File: src/rtl/conv_window_loader_pkg.sv
// Shared defaults, state encoding and MAC address helper for the window loader.
package conv_window_loader_pkg;
    localparam int TAPS_DEF = 9;
    localparam int DW_DEF   = 16;
    localparam int AW_DEF   = 5;
    // Kernel words sit directly above the pixel window in MAC memory.
    localparam int KBASE    = TAPS_DEF;

    typedef enum logic [2:0] {
        IDLE  = 3'd0,
        LOAD  = 3'd1,
        DRAIN = 3'd2,
        FIRE  = 3'd3,
        CAPT  = 3'd4,
        OUT   = 3'd5
    } state_t;

    function automatic int mac_addr_of(input int cnt, input logic kflag, input int taps);
        return cnt + (kflag ? taps : 0);
    endfunction
endpackage

File: src/rtl/conv_window_loader_if.sv
// Input stream, result stream and MAC write/enable port of the window loader.
interface conv_window_loader_if
    import conv_window_loader_pkg::*;
#(
    parameter int DW = DW_DEF,
    parameter int AW = AW_DEF
);
    logic          in_valid;
    logic          in_ready;
    logic [DW-1:0] in_data;
    logic          in_is_kernel;
    logic          res_valid;
    logic          res_ready;
    logic [DW-1:0] res_data;
    logic          mac_we;
    logic          mac_en;
    logic [AW-1:0] mac_addr;
    logic [DW-1:0] mac_data;
    logic [DW-1:0] mac_out_pix;
    logic          kernel_loaded;
    logic          busy;

    modport master (
        input  in_valid, in_data, in_is_kernel, res_ready, mac_out_pix,
        output in_ready, res_valid, res_data, mac_we, mac_en, mac_addr, mac_data,
               kernel_loaded, busy
    );

    modport slave (
        output in_valid, in_data, in_is_kernel, res_ready, mac_out_pix,
        input  in_ready, res_valid, res_data, mac_we, mac_en, mac_addr, mac_data,
               kernel_loaded, busy
    );
endinterface

File: src/rtl/conv_window_loader.sv
// Sequences kernel/pixel bursts into the MAC window memory and streams back one result per window.
module conv_window_loader
    import conv_window_loader_pkg::*;
#(
    parameter int TAPS = TAPS_DEF,
    parameter int DW   = DW_DEF,
    parameter int AW   = AW_DEF
) (
    input  logic                 clk,
    input  logic                 rst,
    conv_window_loader_if.master bus
);
    state_t        r_state, w_state_nxt;
    logic [3:0]    r_cnt;
    logic          r_kflag;
    logic          r_kernel_loaded;
    logic          r_res_valid;
    logic [DW-1:0] r_res_data;
    logic          r_mac_we;
    logic          r_mac_en;
    logic [AW-1:0] r_mac_addr;
    logic [DW-1:0] r_mac_data;

    logic          w_in_ready;
    logic          w_accept;
    logic          w_last;
    logic          w_kflag_cur;
    logic [3:0]    w_cnt_cur;

    // A pixel burst cannot start until a kernel is resident; kernel bursts are always welcome.
    assign w_in_ready  = (r_state == LOAD) ||
                         ((r_state == IDLE) && !rst && (bus.in_is_kernel || r_kernel_loaded));
    assign w_accept    = bus.in_valid && w_in_ready;
    assign w_kflag_cur = (r_state == IDLE) ? bus.in_is_kernel : r_kflag;
    assign w_cnt_cur   = (r_state == IDLE) ? 4'd0 : r_cnt;
    assign w_last      = w_accept && (w_cnt_cur == 4'(TAPS - 1));

    always_ff @(posedge clk or posedge rst) begin
        if (rst) r_state <= IDLE;
        else     r_state <= w_state_nxt;
    end

    always_comb begin
        w_state_nxt = r_state;
        case (r_state)
            IDLE:    if (w_accept) w_state_nxt = w_last ? DRAIN : LOAD;
            LOAD:    if (w_last) w_state_nxt = DRAIN;
            DRAIN:   w_state_nxt = r_kflag ? IDLE : FIRE;
            FIRE:    w_state_nxt = CAPT;
            CAPT:    w_state_nxt = OUT;
            OUT:     if (bus.res_ready) w_state_nxt = IDLE;
            default: w_state_nxt = IDLE;
        endcase
    end

    always_ff @(posedge clk or posedge rst) begin
        if (rst) begin
            r_cnt           <= '0;
            r_kflag         <= 1'b0;
            r_kernel_loaded <= 1'b0;
            r_res_valid     <= 1'b0;
            r_res_data      <= '0;
            r_mac_we        <= 1'b0;
            r_mac_en        <= 1'b0;
            r_mac_addr      <= '0;
            r_mac_data      <= '0;
        end else begin
            r_mac_we <= w_accept;
            // DRAIN is the only way into FIRE, so this gives exactly one pulse per pixel window.
            r_mac_en <= (w_state_nxt == FIRE);
            if (w_accept) begin
                r_mac_addr <= AW'(mac_addr_of(int'(w_cnt_cur), w_kflag_cur, TAPS));
                r_mac_data <= bus.in_data;
                r_cnt      <= w_last ? 4'd0 : (w_cnt_cur + 4'd1);
            end
            if ((r_state == IDLE) && w_accept) r_kflag <= bus.in_is_kernel;
            if ((r_state == DRAIN) && r_kflag) r_kernel_loaded <= 1'b1;
            if (r_state == CAPT) begin
                r_res_valid <= 1'b1;
                r_res_data  <= bus.mac_out_pix;
            end else if ((r_state == OUT) && bus.res_ready) begin
                r_res_valid <= 1'b0;
            end
        end
    end

    assign bus.in_ready      = w_in_ready;
    assign bus.res_valid     = r_res_valid;
    assign bus.res_data      = r_res_data;
    assign bus.mac_we        = r_mac_we;
    assign bus.mac_en        = r_mac_en;
    assign bus.mac_addr      = r_mac_addr;
    assign bus.mac_data      = r_mac_data;
    assign bus.kernel_loaded = r_kernel_loaded;
    assign bus.busy          = (r_state != IDLE);
endmodule

File: src/flat_wrapper.sv
// flat-port wrapper written by rule: the top's interface ports become plain ports
module conv_window_loader_flat import conv_window_loader_pkg::*;
#(
    parameter int TAPS = TAPS_DEF,
    parameter int DW   = DW_DEF,
    parameter int AW   = AW_DEF
)
  (clk, rst, bus_in_valid, bus_in_data, bus_in_is_kernel, bus_res_ready, bus_mac_out_pix, bus_in_ready, bus_res_valid, bus_res_data, bus_mac_we, bus_mac_en, bus_mac_addr, bus_mac_data, bus_kernel_loaded, bus_busy);
  conv_window_loader_if #(.DW(DW), .AW(AW)) bus_i ();
  input  logic clk;
  input  logic rst;
  input wire logic [$bits(bus_i.in_valid)-1:0] bus_in_valid;
  input wire logic [$bits(bus_i.in_data)-1:0] bus_in_data;
  input wire logic [$bits(bus_i.in_is_kernel)-1:0] bus_in_is_kernel;
  input wire logic [$bits(bus_i.res_ready)-1:0] bus_res_ready;
  input wire logic [$bits(bus_i.mac_out_pix)-1:0] bus_mac_out_pix;
  output wire logic [$bits(bus_i.in_ready)-1:0] bus_in_ready;
  output wire logic [$bits(bus_i.res_valid)-1:0] bus_res_valid;
  output wire logic [$bits(bus_i.res_data)-1:0] bus_res_data;
  output wire logic [$bits(bus_i.mac_we)-1:0] bus_mac_we;
  output wire logic [$bits(bus_i.mac_en)-1:0] bus_mac_en;
  output wire logic [$bits(bus_i.mac_addr)-1:0] bus_mac_addr;
  output wire logic [$bits(bus_i.mac_data)-1:0] bus_mac_data;
  output wire logic [$bits(bus_i.kernel_loaded)-1:0] bus_kernel_loaded;
  output wire logic [$bits(bus_i.busy)-1:0] bus_busy;
  assign bus_i.in_valid = bus_in_valid;
  assign bus_i.in_data = bus_in_data;
  assign bus_i.in_is_kernel = bus_in_is_kernel;
  assign bus_i.res_ready = bus_res_ready;
  assign bus_i.mac_out_pix = bus_mac_out_pix;
  assign bus_in_ready = bus_i.in_ready;
  assign bus_res_valid = bus_i.res_valid;
  assign bus_res_data = bus_i.res_data;
  assign bus_mac_we = bus_i.mac_we;
  assign bus_mac_en = bus_i.mac_en;
  assign bus_mac_addr = bus_i.mac_addr;
  assign bus_mac_data = bus_i.mac_data;
  assign bus_kernel_loaded = bus_i.kernel_loaded;
  assign bus_busy = bus_i.busy;
  conv_window_loader #(.TAPS(TAPS), .DW(DW), .AW(AW)) u_core (.clk(clk), .rst(rst), .bus(bus_i));
endmodule
File: config.mk
export PLATFORM = sky130hd
export DESIGN_NAME = conv_window_loader_flat
export DESIGN_NICKNAME = d
export VERILOG_FILES = /design/src/rtl/conv_window_loader_pkg.sv /design/src/rtl/conv_window_loader_if.sv /design/src/rtl/conv_window_loader.sv /design/src/flat_wrapper.sv
export SDC_FILE = /design/constraint.sdc
export NUM_CORES = 1
export LEC_CHECK = 0
export CAP_MARGIN = 5
export CELL_PAD_IN_SITES_DETAIL_PLACEMENT = 0
export CELL_PAD_IN_SITES_GLOBAL_PLACEMENT = 1
export CORE_UTILIZATION = 34
export DETAILED_ROUTE_END_ITERATION = 12
export PLACE_DENSITY_LB_ADDON = 0.1
export SLEW_MARGIN = 5
export SYNTH_ARGS = -nofsm -noshare
export SYNTH_HDL_FRONTEND = slang
export SYNTH_SLANG_ARGS = --single-unit
File: constraint.sdc
create_clock -name clk -period 2.26 [get_ports clk]
set_input_delay 0.452 -clock clk [delete_from_list [all_inputs] [get_ports clk]]
set_output_delay 0.452 -clock clk [all_outputs]
set_load 0.03 [all_outputs]
==> results.yml, run 1 <==
critical_path:
  rr_worst_depth: 8
  crit_buf_inv: 2
  regToRegSetupSlack_ns: 0.22
  worstReg2RegStart: "u_core.r_state[2]$_DFF_PP0_"
  start_kind: "flop"
  crit_path_cell_trace: "nor3_1 -> inv_2 -> dlygate4sd2_1"
  critPathMaxStageDelay_ns: 0.45
  critPathLaunch: "u_core.r_state[2]$_DFF_PP0_"
  cp_max_fo: 10
  r2r-end: "u_core.r_cnt[0]$_DFFE_PP0P_"
  worstPathArrival_ns: 1.64
  required_ns: 1.81
  critPathSlowestCell: "dfrtp_1"
  critPathTopFamily: "buffers and inverters"
  critical_path_class: "reg2out"
  end_kind: "output port"
routing:
  vias: 1505
  viasPerCell: 4.688
  ant_nets: 0
  drtIter0Drc: 42
  firstDrtPassIters: 4
  wirelength_um: 4513
  wire_per_inst_um: 14.06
  drc_errors: 0
floorplanning:
  chipWidth_um: 81.19
  rows: 28
  fp.dieH_um: 81.19
  core_sq_mm: 0.005991
  start_util_pct: 35.59
  dieArea_sq_mm: 0.006591
  pin_count: 80
pwr:
  intPower_mw: 3.056
  swShare_pct: 39.12
  power_frac_comb_pct: 54.7
  pwr-share-clk_pct: 14.5
  p_leak_nw: 1.418
  power_density_mw_per_mm2: 1586
  irDropWorstVdd_mv: 0.6696
  switching_power_mw: 1.963
  finalPower_mw: 5.019
  pwr-share-seq_pct: 30.8
synth:
  synth_cell_type_count: 30
  yosysWarnings: 0
  avgSynthCellArea_sq_um: 13.41
  synth-simple-area-share_pct: 6.749
  synth_top_family_by_area: "multiplexers"
  synth_nets: 201
  ys_ff_latch: 49
  seq_area_frac_synth_pct: 57.51
  syn-cell-area_sq_mm: 0.002132
  synth_compound_area_share_pct: 6.455
  synthMuxAreaShare_pct: 21.30
  synthXorXnorAreaFrac_pct: 0.8216
  synth_adder_area_share_pct: 2.934
  synthCells: 159
final_layout:
  num-nets-final: 287
  design_area_sq_mm: 0.003164
  syn_to_final_growth_pct: 48.42
  fin_util_pct: 52.82
  drive_gt1_share_pct: 24.39
  n_antenna_cell: 0
clocking:
  htree_num_levels: 2
  insertion_delay_ns: 0.30
  clockBufferDepth: 2
  cts.clk_slew.worst_paths_ns: 0.09
  cts_buffers: 5
  cts_tree: "done"
  cts.sinks: 49
  cts-root-buf: "clkbuf_8"
global_route:
  antenna_found_initial: 0
  grt_max_degree: 45
  grt_pass1_vias: 1495
  overflow: 0
  gr-usage-all-layers_pct: 14.45
  grt_pass1_wl_um: 7238
outcome:
  status: "complete, no violations"
timing:
  drv_slew: 0
  fin_skew_ns: 0.007577
  hold_viol: 0
  grt_setup_unrepaired: "false"
  setup_tns_ns: 0
  period_minus_slack_ns: 2.093
  maxSlewHeadroom_pct: 78.52
  period_share_pct: 92.60
  fmax_mhz: 477.8
  setup_viol: 0
  worst_slew_pin_slew_ns: 0.3197
placed_design:
  dp_hpwl_um: 3258
  placed_area_sq_mm: 0.003032
  io_buffers: 79
  place_congestion: 0.7534
hold_path:
  holdCritPathClass: "in2async"
run:
  maxCapViolations: 0
synth_stat cells:
master,count,area [sq um]
buf_2,3,15.01
a31oi_1,2,12.51
o21ai_2,1,8.760
a311o_1,1,10.01
nand4_1,1,6.260
o21ba_2,1,10.01
nor2b_2,1,8.760
inv_1,6,22.52
nor3_1,2,10.01
xor2_1,2,17.52
inv_2,2,7.510
and2_1,2,12.51
ha_1,5,62.56
dfrtp_1,49,1226
nor2_1,4,15.01
o21ai_1,1,5.000
o211ai_1,1,7.510
nor3b_2,1,12.51
mux2_4,10,150.1
or3_1,1,6.260
mux2_2,27,304.0
nand2b_1,1,6.260
a41oi_1,1,8.760
nand2_1,14,52.55
a21o_1,2,15.01
and4_1,1,8.760
o21ai_0,9,45.04
buf_6,4,45.04
a21oi_1,3,15.01
nand3_1,1,5.000
state kept, by name, indices dropped and copies added (netlist names):
name and count:
u_core.bus.mac_data 16, u_core.bus.res_data 16, u_core.bus.mac_addr 5, u_core.r_cnt 4
u_core.r_state 3, u_core.bus.kernel_loaded 1, u_core.bus.mac_en 1, u_core.bus.mac_we 1
u_core.bus.res_valid 1, u_core.r_kflag 1
metal layers:
| metal | global-route usage [%] | share of wire [%] | vias to the layer above |
|---|---|---|---|
| met3 | 4.607 | 6.8 | 6 |
| met2 | 23.19 | 48 | 54 |
| met1 | 18.35 | 44 | 724 |
| li1 | - | - | 721 |
| met4 | 4.821 | 1.2 | 0 |
| met5 | 0 | 0 | - |
power groups by stage:
stage,clock network [mW],logic (mW),registers (mW)
3_5_place_dp,0,2.78,1.56
6_report,0.727,2.75,1.54
3_3_place_gp,0,2.75,1.54
4_1_cts,0.758,2.79,1.55
2_1_floorplan,0,1.02,2.23
5_1_grt,0.795,2.95,1.60
cell type report:
type | count | area, sq um
timing repair buffer | 86 | 864.6
clock inverter | 3 | 65.06
clock buffer | 5 | 68.82
fill | 521 | 2826
multi-input combinational | 95 | 815.8
tap | 75 | 93.84
sequential | 49 | 1226
inverter | 8 | 30.03
stage by stage:
stage	cells	hold WS (ns)	setup slack, ns
after floorplan	159	0.4817	0.2560
after detailed placement	313	0.4739	0.1805
after global placement	313	0.4608	0.1768
after CTS	321	0.3701	0.1508
after global routing	321	0.3810	0.05618
final	321	0.3743	0.1673
kinds of logic (layout without fill, tap and decap cells):
group                      after synthesis  count (layout)
buffers and inverters                   15             102
AOI/OAI and AO/OA                       22              22
muxes                                   37              37
adders and majority gates                5               5
xor gates and xnor gates                 2               2
DFF                                     49              49
and+or+nand+nor                         29              29
how the worst max path moves through the flow:
stage	slack [ns]	depth (start not counted)	endpoint
after global routing	0.06	3	bus_busy
after global placement	0.18	6	bus_in_ready
after CTS	0.15	3	bus_busy
after floorplan	0.26	8	u_core.bus.mac_addr[1]$_DFFE_PP0P_
final	0.17	3	bus_busy
after detailed placement	0.18	6	bus_in_ready
cell usage in the layout, fill, tap and decap left out, types with 4 or more instances in the layout:
cell,count
clkbuf_8,5
inv_1,5
mux2_4,10
mux2_2,27
o21ai_0,9
nand2_1,14
clkdlybuf4s50_1,77
ha_1,5
buf_4,6
dfrtp_1,49
nor2_1,4
what timing repair did:
item,in CTS,in global routing
gates resized for setup,1,0
setup endpoints to repair,1,0
hold buffers,0,0
setup buffers,0,0
Note: power is estimated with default switching activity, not from simulation.
==> run 2, diff against run 1 <==
- MAX_ROUTING_LAYER: default -> met4
==> run 2 against run 1 <==
Power is essentially flat; maximum frequency is essentially flat; cell count is the same; core utilization is the same; largest cell class unchanged; critical path type unchanged; sequential share of layout area is the same.
==> results.yml, run 2 (synthesis gave the netlist of run 1 again) <==
floorplanning:
  start_util_pct: 35.59
  rows: 28
  dieArea_sq_mm: 0.006591
  core_sq_mm: 0.005991
  pin_count: 80
  fp.dieH_um: 81.19
  chipWidth_um: 81.19
clocking:
  cts.sinks: 49
  cts.clk_slew.worst_paths_ns: 0.09
  htree_num_levels: 2
  cts_tree: "done"
  cts-root-buf: "clkbuf_8"
  insertion_delay_ns: 0.30
  post_cts_buffers: 0
  cts_buffers: 5
  clockBufferDepth: 2
routing:
  drc_errors: 0
  viasPerCell: 4.707
  firstDrtPassIters: 4
  drtIter0Drc: 42
  vias: 1511
  wire_per_inst_um: 14.01
  ant_nets: 0
  wirelength_um: 4496
final_layout:
  final_cell_mix: "77 x clkdlybuf4s50_1, 49 x dfrtp_1, 27 x mux2_2"
  n_antenna_cell: 0
  fillers: 521
  syn_to_final_growth_pct: 48.42
  fin_util_pct: 52.82
  final_common_cell: "clkdlybuf4s50_1"
  drive_gt1_share_pct: 24.39
  seq_area_sq_mm: 0.001226
  num-nets-final: 287
  multiInputGateArea_sq_um: 815.8
placed_design:
  dp_slack_ns: 0.1805
  io_buffers: 79
  dp_hpwl_um: 3258
  place_congestion: 0.7631
pwr:
  finalPower_mw: 5.019
  irDropWorstVdd_mv: 0.6697
  p_leak_nw: 1.418
  power_density_mw_per_mm2: 1586
global_route:
  gr-usage-all-layers_pct: 14.85
  grt_pass1_wl_um: 7217
  grt_max_degree: 45
  grt_pass1_vias: 1493
  antenna_found_initial: 0
  overflow: 0
timing:
  setup_tns_ns: 0
  maxSlewHeadroom_pct: 78.54
  grt_setup_unrepaired: "false"
  drv_slew: 0
  period_share_pct: 92.56
  fmax_mhz: 478.1
  fin_skew_ns: 0.007135
  setup_viol: 0
  hold_viol: 0
  worst_slack_ns: 0.1682
  period_minus_slack_ns: 2.092
  worst_slew_pin_slew_ns: 0.3194
critical_path:
  crit_path_cell_trace: "nor3_1 -> inv_2 -> dlygate4sd2_1"
  critPathTopFamily: "buffers and inverters"
  rr_worst_depth: 8
  crit_buf_inv: 2
  critical_path_class: "reg2out"
  end_kind: "output port"
  worstPathArrival_ns: 1.64
  critPathMaxStageDelay_ns: 0.45
  critPathSlowestCell: "dfrtp_1"
  path_depth: 3
  cp_max_fo: 10
  start_kind: "flop"
  required_ns: 1.81
outcome:
  status: "complete, no violations"
run:
  maxCapViolations: 0
hold_path:
  holdCritPathClass: "in2async"
run 2: where the power goes:
part / switching [mW] / internal [mW] / total, mW
clock: 0.288 / 0.440 / 0.727
combinational: 1.42 / 1.32 / 2.75
sequential: 0.252 / 1.29 / 1.54
run 2: cell type report:
class / count / area share [%]
Clock buffer: 5 / 2.175
Clock inverter: 3 / 2.056
Sequential cell: 49 / 38.75
Multi-Input combinational cell: 95 / 25.78
Timing Repair Buffer: 86 / 27.32
Inverter: 8 / 0.9490
Tap cell: 75 / 2.966
run 2: final timing paths:
check	endpoint	from	slack (ns)
setup / recovery	bus_busy	u_core.r_state[2]$_DFF_PP0_	0.17
hold / removal	u_core.bus.mac_data[14]$_DFFE_PP0P_	rst	0.37
setup reg to reg	u_core.r_cnt[0]$_DFFE_PP0P_	u_core.r_state[2]$_DFF_PP0_	0.23
hold reg to reg	u_core.bus.res_valid$_DFFE_PP0P_	u_core.bus.res_valid$_DFFE_PP0P_	0.49
max in group asynchronous	u_core.bus.mac_addr[2]$_DFFE_PP0P_	rst	1.44
min in group clk	u_core.bus.res_valid$_DFFE_PP0P_	u_core.bus.res_valid$_DFFE_PP0P_	0.49
run 2: repair_timing:
action / in CTS / in global routing
hold buffers: 0 / 0
setup endpoints to repair: 1 / 0
resized for setup: 1 / 0
run 2: stage by stage:
stage | instances | hold slack (ns) | area, sq um
after global routing | 321 | 0.3813 | 3164
final | 321 | 0.3743 | 3164
after detailed placement | 313 | 0.4739 | 3032
after CTS | 321 | 0.3701 | 3164
after floorplan | 159 | 0.4817 | 2132
after global placement | 313 | 0.4608 | 3032
run 2: layer usage:
metal / global-route usage, % / up-vias / wire length, um
li1: - / 722 / -
met1: 18.56 / 731 / 2048
met2: 23.03 / 52 / 2108
met3: 4.382 / 6 / 280
met4: 4.821 / 0 / 59
met5: - / - / 0
run 2: worst register-to-register path, stage by stage, from the launching register on:
cell and delay [ns]:
dfrtp_1 0.45, nor3_1 0.34, inv_2 0.16, nand2_1 0.13
ha_1 0.20, nand2_1 0.07, nor2_1 0.20, o21ai_0 0.12
mux2_2 0.27
